$ cat src/rtl/dm_dtm_regs_pkg.sv
// Shared debug-transport types: DMI request/response payloads, DTM opcodes,
// DMI error codes, the DTMCS register layout and the JTAG IR codes.
package dm;

    // Address width carried by a DMI request.
    localparam int unsigned DmiAddrWidth = 7;

    // JTAG instruction register codes that select the two DTM data registers.
    localparam logic [4:0] IrDtmcs = 5'h10;
    localparam logic [4:0] IrDmi   = 5'h11;

    typedef enum logic [1:0] {
        DTM_NOP   = 2'd0,
        DTM_READ  = 2'd1,
        DTM_WRITE = 2'd2
    } dtm_op_e;

    typedef enum logic [1:0] {
        NoError = 2'd0,
        Failed  = 2'd2,
        Busy    = 2'd3
    } dmi_error_e;

    typedef struct packed {
        logic [DmiAddrWidth-1:0] addr;
        dtm_op_e                 op;
        logic [31:0]             data;
    } dmi_req_t;

    typedef struct packed {
        logic [31:0] data;
        logic [1:0]  resp;
    } dmi_resp_t;

    typedef struct packed {
        logic [13:0] zero1;
        logic        dmihardreset;
        logic        dmireset;
        logic        zero0;
        logic [2:0]  idle;
        logic [1:0]  dmistat;
        logic [5:0]  abits;
        logic [3:0]  version;
    } dtmcs_t;

    // Build the read-only view of DTMCS returned on a capture.
    function automatic dtmcs_t dtmcs_capture(
        input logic [2:0] idle,
        input logic [1:0] dmistat,
        input logic [5:0] abits
    );
        dtmcs_t word;
        word              = '0;
        word.idle         = idle;
        word.dmistat      = dmistat;
        word.abits        = abits;
        word.version      = 4'd1;
        return word;
    endfunction

endpackage

$ cat src/rtl/dm_dtm_regs.sv
// DTM data-register file and DMI master. Implements the DTMCS and DMI scan
// registers of a JTAG debug transport and turns DMI updates into requests
// towards the debug module, collecting the responses into data_q / error_q.
module dm_dtm_regs
    import dm::*;
#(
    parameter logic [2:0]  IdleCycles = 3'd1,
    parameter int unsigned DmiAbits   = 7
) (
    input  logic      clk_i,
    input  logic      rst_ni,
    input  logic      dtmcs_select_i,
    input  logic      dmi_select_i,
    input  logic      capture_dr_i,
    input  logic      shift_dr_i,
    input  logic      update_dr_i,
    input  logic      tdi_i,
    output logic      tdo_o,
    output logic      dmi_rst_no,
    output logic      dmi_req_valid_o,
    input  logic      dmi_req_ready_i,
    output dmi_req_t  dmi_req_o,
    input  logic      dmi_resp_valid_i,
    output logic      dmi_resp_ready_o,
    input  dmi_resp_t dmi_resp_i
);

    localparam int unsigned DrWidth = DmiAbits + 34;

    localparam logic [2:0] StIdle      = 3'd0;
    localparam logic [2:0] StRead      = 3'd1;
    localparam logic [2:0] StWaitRead  = 3'd2;
    localparam logic [2:0] StWrite     = 3'd3;
    localparam logic [2:0] StWaitWrite = 3'd4;

    logic [2:0]          state_q;
    logic [2:0]          state_d;
    logic [1:0]          error_q;
    logic [1:0]          error_d;
    logic [DmiAbits-1:0] addr_q;
    logic [DmiAbits-1:0] addr_d;
    logic [31:0]         data_q;
    logic [31:0]         data_d;
    logic [DrWidth-1:0]  dr_q;
    logic [DrWidth-1:0]  dr_d;

    logic                req_valid_q;
    logic                resp_ready_q;
    logic                dmi_rst_q;
    dmi_req_t            dmi_req_q;
    dmi_req_t            req_next_s;
    logic                hardreset_s;
    logic [1:0]          dmi_op_s;
    dtmcs_t              dtmcs_s;

    // Next-state logic: DMI handshake first, TAP strobes on top so a
    // dmihardreset can override whatever the handshake decided this cycle.
    always_comb begin
        state_d     = state_q;
        error_d     = error_q;
        addr_d      = addr_q;
        data_d      = data_q;
        dr_d        = dr_q;
        hardreset_s = 1'b0;
        dmi_op_s    = 2'b00;
        dtmcs_s     = dtmcs_capture(IdleCycles, error_q, 6'(DmiAbits));

        case (state_q)
            StRead: begin
                if (dmi_req_ready_i) begin
                    state_d = StWaitRead;
                end else begin
                    state_d = StRead;
                end
            end
            StWrite: begin
                if (dmi_req_ready_i) begin
                    state_d = StWaitWrite;
                end else begin
                    state_d = StWrite;
                end
            end
            StWaitRead: begin
                if (dmi_resp_valid_i) begin
                    state_d = StIdle;
                    data_d  = dmi_resp_i.data;
                    if ((dmi_resp_i.resp != 2'b00) && (error_q == 2'b00)) begin
                        error_d = Failed;
                    end else begin
                        error_d = error_q;
                    end
                end else begin
                    state_d = StWaitRead;
                end
            end
            StWaitWrite: begin
                if (dmi_resp_valid_i) begin
                    state_d = StIdle;
                    if ((dmi_resp_i.resp != 2'b00) && (error_q == 2'b00)) begin
                        error_d = Failed;
                    end else begin
                        error_d = error_q;
                    end
                end else begin
                    state_d = StWaitWrite;
                end
            end
            default: begin
                state_d = StIdle;
            end
        endcase

        // Report the current error; an outstanding transaction seen by a
        // capture turns into a sticky busy error.
        if (error_q != 2'b00) begin
            dmi_op_s = error_q;
        end else if (state_q != StIdle) begin
            dmi_op_s = 2'b11;
        end else begin
            dmi_op_s = 2'b00;
        end

        if (capture_dr_i && (dtmcs_select_i || dmi_select_i)) begin
            if (dtmcs_select_i) begin
                dr_d       = '0;
                dr_d[31:0] = dtmcs_s;
            end else begin
                dr_d = {addr_q, data_q, dmi_op_s};
                if ((error_q == 2'b00) && (state_q != StIdle)) begin
                    error_d = Busy;
                end else begin
                    error_d = error_d;
                end
            end
        end else if (shift_dr_i && (dtmcs_select_i || dmi_select_i)) begin
            if (dtmcs_select_i) begin
                dr_d = {dr_q[DrWidth-1:32], tdi_i, dr_q[31:1]};
            end else begin
                dr_d = {tdi_i, dr_q[DrWidth-1:1]};
            end
        end else if (update_dr_i && (dtmcs_select_i || dmi_select_i)) begin
            if (dtmcs_select_i) begin
                if (dr_q[16]) begin
                    error_d = NoError;
                end else begin
                    error_d = error_d;
                end
                if (dr_q[17]) begin
                    state_d     = StIdle;
                    error_d     = NoError;
                    hardreset_s = 1'b1;
                end else begin
                    hardreset_s = 1'b0;
                end
            end else if (error_q != 2'b00) begin
                error_d = error_q;
            end else if (state_q != StIdle) begin
                error_d = Busy;
            end else begin
                addr_d = dr_q[DrWidth-1 -: DmiAbits];
                data_d = dr_q[33:2];
                case (dr_q[1:0])
                    2'd1:    state_d = StRead;
                    2'd2:    state_d = StWrite;
                    default: state_d = StIdle;
                endcase
            end
        end else begin
            dr_d = dr_q;
        end

        req_next_s.addr = addr_d;
        req_next_s.data = data_d;
        if (state_d == StWrite) begin
            req_next_s.op = DTM_WRITE;
        end else begin
            req_next_s.op = DTM_READ;
        end
    end

    // State, scan register and registered DMI-side outputs.
    always_ff @(posedge clk_i or negedge rst_ni) begin
        if (!rst_ni) begin
            state_q      <= StIdle;
            error_q      <= 2'b00;
            addr_q       <= '0;
            data_q       <= 32'd0;
            dr_q         <= '0;
            req_valid_q  <= 1'b0;
            resp_ready_q <= 1'b0;
            dmi_rst_q    <= 1'b1;
            dmi_req_q    <= '0;
        end else begin
            state_q      <= state_d;
            error_q      <= error_d;
            addr_q       <= addr_d;
            data_q       <= data_d;
            dr_q         <= dr_d;
            req_valid_q  <= (state_d == StRead) || (state_d == StWrite);
            resp_ready_q <= (state_d == StWaitRead) || (state_d == StWaitWrite);
            dmi_rst_q    <= ~hardreset_s;
            if ((state_d == StRead) || (state_d == StWrite)) begin
                dmi_req_q <= req_next_s;
            end else begin
                dmi_req_q <= dmi_req_q;
            end
        end
    end

    assign tdo_o            = dr_q[0];
    assign dmi_rst_no       = dmi_rst_q;
    assign dmi_req_valid_o  = req_valid_q;
    assign dmi_resp_ready_o = resp_ready_q;
    assign dmi_req_o        = dmi_req_q;

endmodule

$ cat config.mk
export PLATFORM = sky130hd
export DESIGN_NAME = dm_dtm_regs
export DESIGN_NICKNAME = d
export VERILOG_FILES = /design/src/rtl/dm_dtm_regs_pkg.sv /design/src/rtl/dm_dtm_regs.sv
export SDC_FILE = /design/constraint.sdc
export NUM_CORES = 1
export LEC_CHECK = 0
export ABC_CLOCK_PERIOD_IN_PS = 2600
export BUFFER_PORTS_ARGS = -buffer_cell sky130_fd_sc_hd__buf_2
export CAP_MARGIN = 20
export CORE_AREA = 2 2 190 99
export CTS_BUF_LIST = sky130_fd_sc_hd__clkbuf_8
export CTS_CLUSTER_DIAMETER = 60
export DETAILED_ROUTE_END_ITERATION = 12
export DIE_AREA = 0 0 192 101
export SYNTH_ARGS = -nofsm -noshare
export SYNTH_HDL_FRONTEND = slang
export SYNTH_SLANG_ARGS = --single-unit
$ cat constraint.sdc
create_clock -name clk_i -period 2.6 [get_ports clk_i]
set_input_delay 0.52 -clock clk_i [delete_from_list [all_inputs] [get_ports clk_i]]
set_output_delay 0.52 -clock clk_i [all_outputs]
set_load 0.01 [all_outputs]
* Yosys cells after proc, flatten, opt, wreduce, memory -nomap -nowiden
Index checks and enable logic that the tools add are counted.
Widths: inputs -> output; s select.
** Cells by class
- Div/mod/pow operators :: 0
- Shift-type cells :: 0
- Multiplexer cells :: 52
- Order comparisons :: 0
- Multiply operators :: 0
- Bitwise operators :: 1
- Add/subtract/negate cells :: 0
- Reduce and logical (&&, ||, !) cells :: 15
- Eq/ne operators :: 12
** Operators with widths (count)
- $mux 32 :: 8
- $mux 41 :: 4
- $mux 7 :: 6
- $mux 2 :: 18
- $mux 3 :: 9
- $eq 3x2->1 const B :: 4
- $pmux 3 s4 :: 1
- $eq 3x1->1 const B :: 2
- $eq 3x3->1 const B :: 2
- $reduce_bool 2->1 :: 3
- $logic_and 1x1->1 :: 5
- $mux 1 :: 5
- $ne 5x5->1 const B :: 1
- $pmux 2 s2 :: 1
- $logic_or 1x1->1 :: 3
- $reduce_bool 3->1 :: 1
- $eq 2x1->1 const B :: 1
- $eq 2x2->1 const B :: 1
- $logic_not 2->1 :: 1
- $ne 2x1->1 const B :: 1
- $reduce_and 2->1 :: 1
- $reduce_or 2->1 :: 1
- $not 1->1 :: 1
** Storage, ports and cells
- Output and inout port bits :: 45
- Register bits :: 129
- Input port bits :: 44
- Bits in read-only memories :: 0
- Latch bits :: 0
- Logic and storage cells :: 92
- Memories kept :: 0
- RAM bits :: 0

* Longest topological paths before layout
- Word-level depth :: 11
- Mapped depth :: 7
- Mapped depth without buffers :: 5

* Worst setup path before layout
OpenSTA, ideal clock, no wires.
- Path type :: input -> register
- Start point :: input port dtmcs_select_i
- End point :: register dmi_req_q, in the netlist dmi_req_o[13]
- Required time :: 2475 ps
- Slack :: 489 ps
- Cell stages on the path :: 7
- Buffers on the path :: 3
- Library setup time :: 125 ps
- Arrival :: 1986 ps
- Path through :: buf_2 -> nor3_1 -> nand4b_1 -> buf_4 -> o31ai_4 -> buf_6 -> mux2_2
** Between the ends
- Word-level cells in the longest chain between the ends :: 7
- Elaborated cells on any way between the ends :: 15
- Classes of those cells :: eq/ne (2); mux (8); reduce/logical (5)
** Ends and longest elaborated chain
- start, declared :: line dm_dtm_regs.sv:12 : input logic dtmcs_select_i,
- $logic_or 1x1->1 :: line dm_dtm_regs.sv:123, dm_dtm_regs.sv:135, dm_dtm_regs.sv:141
- $logic_and 1x1->1 :: line dm_dtm_regs.sv:141 : end else if (update_dr_i && (dtmcs_select_i || dmi_select_i)) begin
- $mux 3 :: line dm_dtm_regs.sv:141
- $mux 3 :: line dm_dtm_regs.sv:135 : end else if (shift_dr_i && (dtmcs_select_i || dmi_select_i)) begin
- $mux 3 :: line dm_dtm_regs.sv:123 : if (capture_dr_i && (dtmcs_select_i || dmi_select_i)) begin
- $eq 3x1->1 / $eq 3x2->1 (equally long branches) :: line dm_dtm_regs.sv:202 : if ((state_d == StRead) || (state_d == StWrite)) begin
- $logic_or 1x1->1 :: line dm_dtm_regs.sv:202
- end signal, assigned :: line dm_dtm_regs.sv:203 : dmi_req_q <= req_next_s;
- end signal, assigned :: line dm_dtm_regs.sv:205 : dmi_req_q <= dmi_req_q;
- end, declared :: line dm_dtm_regs.sv:50 : dmi_req_t dmi_req_q;
Several ways; a longest one is shown, not always the timed one.
A chain may end at the register's enable or synchronous reset.

* Final worst setup path
- Start point :: register state_q[2]
- End point :: register dmi_req_q, in the netlist dmi_req_o[11]
** Between the ends
- Elaborated cells on any way between the ends :: 23
- Classes of those cells :: eq/ne (6); mux (15); reduce/logical (2)
** RTL lines
- start, declared :: line dm_dtm_regs.sv:36 : logic [2:0] state_q;
- start signal, assigned :: line dm_dtm_regs.sv:184 : state_q <= StIdle;
- start signal, assigned :: line dm_dtm_regs.sv:194 : state_q <= state_d;
- $eq 3x2->1 :: line dm_dtm_regs.sv:68 : case (state_q)
- $mux 32 :: line dm_dtm_regs.sv:68
- $mux 32 :: line dm_dtm_regs.sv:157 : end else if (state_q != StIdle) begin
- $mux 32 :: line dm_dtm_regs.sv:155 : end else if (error_q != 2'b00) begin
- $mux 32 :: line dm_dtm_regs.sv:142 : if (dtmcs_select_i) begin
- $mux 32 :: line dm_dtm_regs.sv:141
- $mux 32 :: line dm_dtm_regs.sv:135
- $mux 32 (*) :: line dm_dtm_regs.sv:123
- named net data_d[11] :: line dm_dtm_regs.sv:43 : logic [31:0] data_d;
The timed path passes the listed nets; every way through them passes the cells marked *.

==> out/qor.csv <==
metric,value,unit
Placer Congestion,0.8129,
Avg Vias per Cell,5.060,
clk_skew,0.01452,ns
clock tree buffer depth,2,
crit end category,flip-flop,
Total Routing Usage GR,16.43,%
crit path kind,flip-flop to flip-flop,
Synth Cell Area,6055,um^2
Final ANT Viol Nets,0,
Post-synth ARST share,100.0,%
Clock transition at path regs,0.09,ns
Slew @ Worst Pin,0.8317,ns
"Setup violations, final",0,
Final Critical Period,2.200,ns
Final Slew Violations,0,
"FF+latch count, synth",129,
DP Wirelength,10170,um
post-synthesis cell count,492,
outcome,finished clean,
Final WS setup,0.3995,ns
setup_tns,0,ns
layout cells sized above 1,42.57,%
worst skew pair latency,0.45,ns
fill count,1727,
worst-path fanout max,32,
CTS tree,built,
Post-route DRC,0,
critical path startpoint category,flip-flop,
DR WL/cell,17.85,um
final hold vios,0,
starting density of the core,33.89,%
routed via count,4215,
fmax,454.5,MHz
LEAKAGE,3.594,nW
Pre-antenna DRT Iters,5,
FF-to-FF Start,state_q[2],
syn avg cell area,12.31,um^2
Max Cap Violations,0,
CP required,2.92,ns
P per Cell Area,651.8,nW/um^2
die area,19390,um^2
post-synthesis sequential area ratio,53.34,%
final wirelength,14870,um
first-pass GRT wire length,24040,um
H-tree levels,4,
Post-synth EDFFs,0,
TritonCTS buffer count,17,
post-place setup slack,0.1536,ns
worst hold path type,input port to flip-flop,
RSZ-0062 raised after global routing,false,
Tcrit/Tclk final,84.63,%
I/O pins,89,
"Arr. time, crit path",2.52,ns
FP Rows,35,
Post-CTS Setup Bufs,0,
die height,101,um
relative slew slack,44.49,%
vias in the first global route,4398,
maximum vdd ir drop,349.2,uV
hold path depth,3,
top_reg_cell synth,dfrtp_1,
Synth cell types,52,
I/O Buffers,88,
Post-Syn Nets,537,
Core Box Area,17870,um^2
synth warn,0,
pin count of the biggest net entering global routing,56,
clock sink count,129,
Syn-to-layout area delta,19.07,%
DR iter-0 viols,379,
Root Buffer Master,clkbuf_8,
grt ovf,0,
initial antenna violation count,0,
Nets,624,
die width,192,um
critical path launch point,state_q[2],
Worst R2R Path Depth,5,
critical hold path startpoint,tdi_i,
## worst max-delay path: stages, from the launching register on
cell,delay [ns]
dfrtp_1,0.52
nor4bb_4,0.36
buf_12,0.27
mux2_2,0.35
mux2_2,0.29
mux2_4,0.26
## repair_timing
action,4_1_cts,5_1_grt
hold buffers,1,0
endpoints found under the hold margin,21,0
gates resized for setup,0,0
## power breakdown
part	switching (mW)	internal (mW)	total (mW)	leakage [nW]
clock	0.877	0.963	1.84	0.216
combinational	0.289	0.280	0.568	1.62
sequential	0.121	2.17	2.29	1.76
total	1.29	3.41	4.70	3.59
## layer usage
metal  track usage [%]  up-vias  share of wire [%]
li1                  -     1947                  -
met1             24.62     2137                 52
met2             22.77      115                 41
met3             4.246       16                5.6
met4             5.578        0                1.1
met5                 0        -                  0
## cell usage after synthesis, types with 3 or more instances
cell type	count	area [um^2]
mux2_1	5	56.30
dfrtp_1	128	3203
a21oi_1	30	150.1
nor3_1	6	30.03
o22ai_1	6	37.54
nor2_1	8	30.03
nand2_1	42	157.7
o31ai_1	5	37.54
and3_1	23	143.9
inv_1	8	30.03
mux2_4	23	345.3
mux2i_1	11	110.1
mux2_2	82	923.4
buf_4	3	22.52
nand2b_1	3	18.77
o21ai_0	35	175.2
clkbuf_1	15	56.30
buf_2	7	35.03
o221a_2	3	33.78
buf_6	9	101.4
## cell families after synthesis
family | Yosys count | synth area share [%]
buffers and inverters | 44 | 4.195
AND/OR/NAND/NOR | 99 | 8.535
XOR/XNOR | 1 | 0.1447
flip-flops | 129 | 53.34
multiplexers | 121 | 23.70
adder cells (fa/ha/maj) | 1 | 0.2066
AO/OA/AOI/OAI | 97 | 9.878
## flip-flops by register name, indices dropped and copies added (netlist names)
name and cells:
addr_q 7, data_q 32, dmi_req_o 41, dmi_req_valid_o 1, dmi_resp_ready_o 1, dmi_rst_no 1
dr_q 41, error_q 2, state_q 3
## layout make-up
cell class / count / area (um^2) / share of cell area, %
Antenna cell: 1 / 2.502 / 0.03471
Timing Repair Buffer: 104 / 615.6 / 8.539
Tap cell: 240 / 300.3 / 4.165
Clock inverter: 15 / 186.4 / 2.586
Multi-Input combinational cell: 319 / 2611 / 36.22
Clock buffer: 17 / 234.0 / 3.245
Sequential cell: 129 / 3229 / 44.79
Inverter: 8 / 30.03 / 0.4165
## metrics by stage
step	hold WS [ns]	cell area (um^2)	utilization, %	instances	power [mW]
2_1_floorplan	0.2244	6055	-	492	2.653
3_3_place_gp	0.4473	6777	37.93	799	2.868
3_5_place_dp	0.4596	6777	37.93	799	2.902
4_1_cts	0.3725	7207	40.34	832	4.755
5_1_grt	0.3951	7207	40.34	832	4.933
6_report	0.4086	7209	40.35	833	4.699
## path summary, 6_finish.rpt
kind	slack (ns)	to
worst max register to register	0.40	dmi_req_o[11]
max in group asynchronous	1.44	dmi_rst_no
worst min-delay path	0.41	dr_q[40]
worst min register to register	0.49	dmi_req_o[35]
worst max-delay path	0.40	dmi_req_o[11]
min in group asynchronous	0.52	data_q[3]
## cells in the final DEF, fill, tap and decap left out, types with 10 or more instances in the layout
cell	Yosys	final
o21ai_0	35	35
nand2_1	42	42
a21oi_1	30	30
and3_1	23	23
mux2_2	82	82
mux2i_1	11	11
buf_2	7	87
mux2_4	23	23
buf_4	3	12
inv_1	8	10
dfrtp_1	128	128
clkbuf_8	0	17
Power figures use the tool's default switching activity.
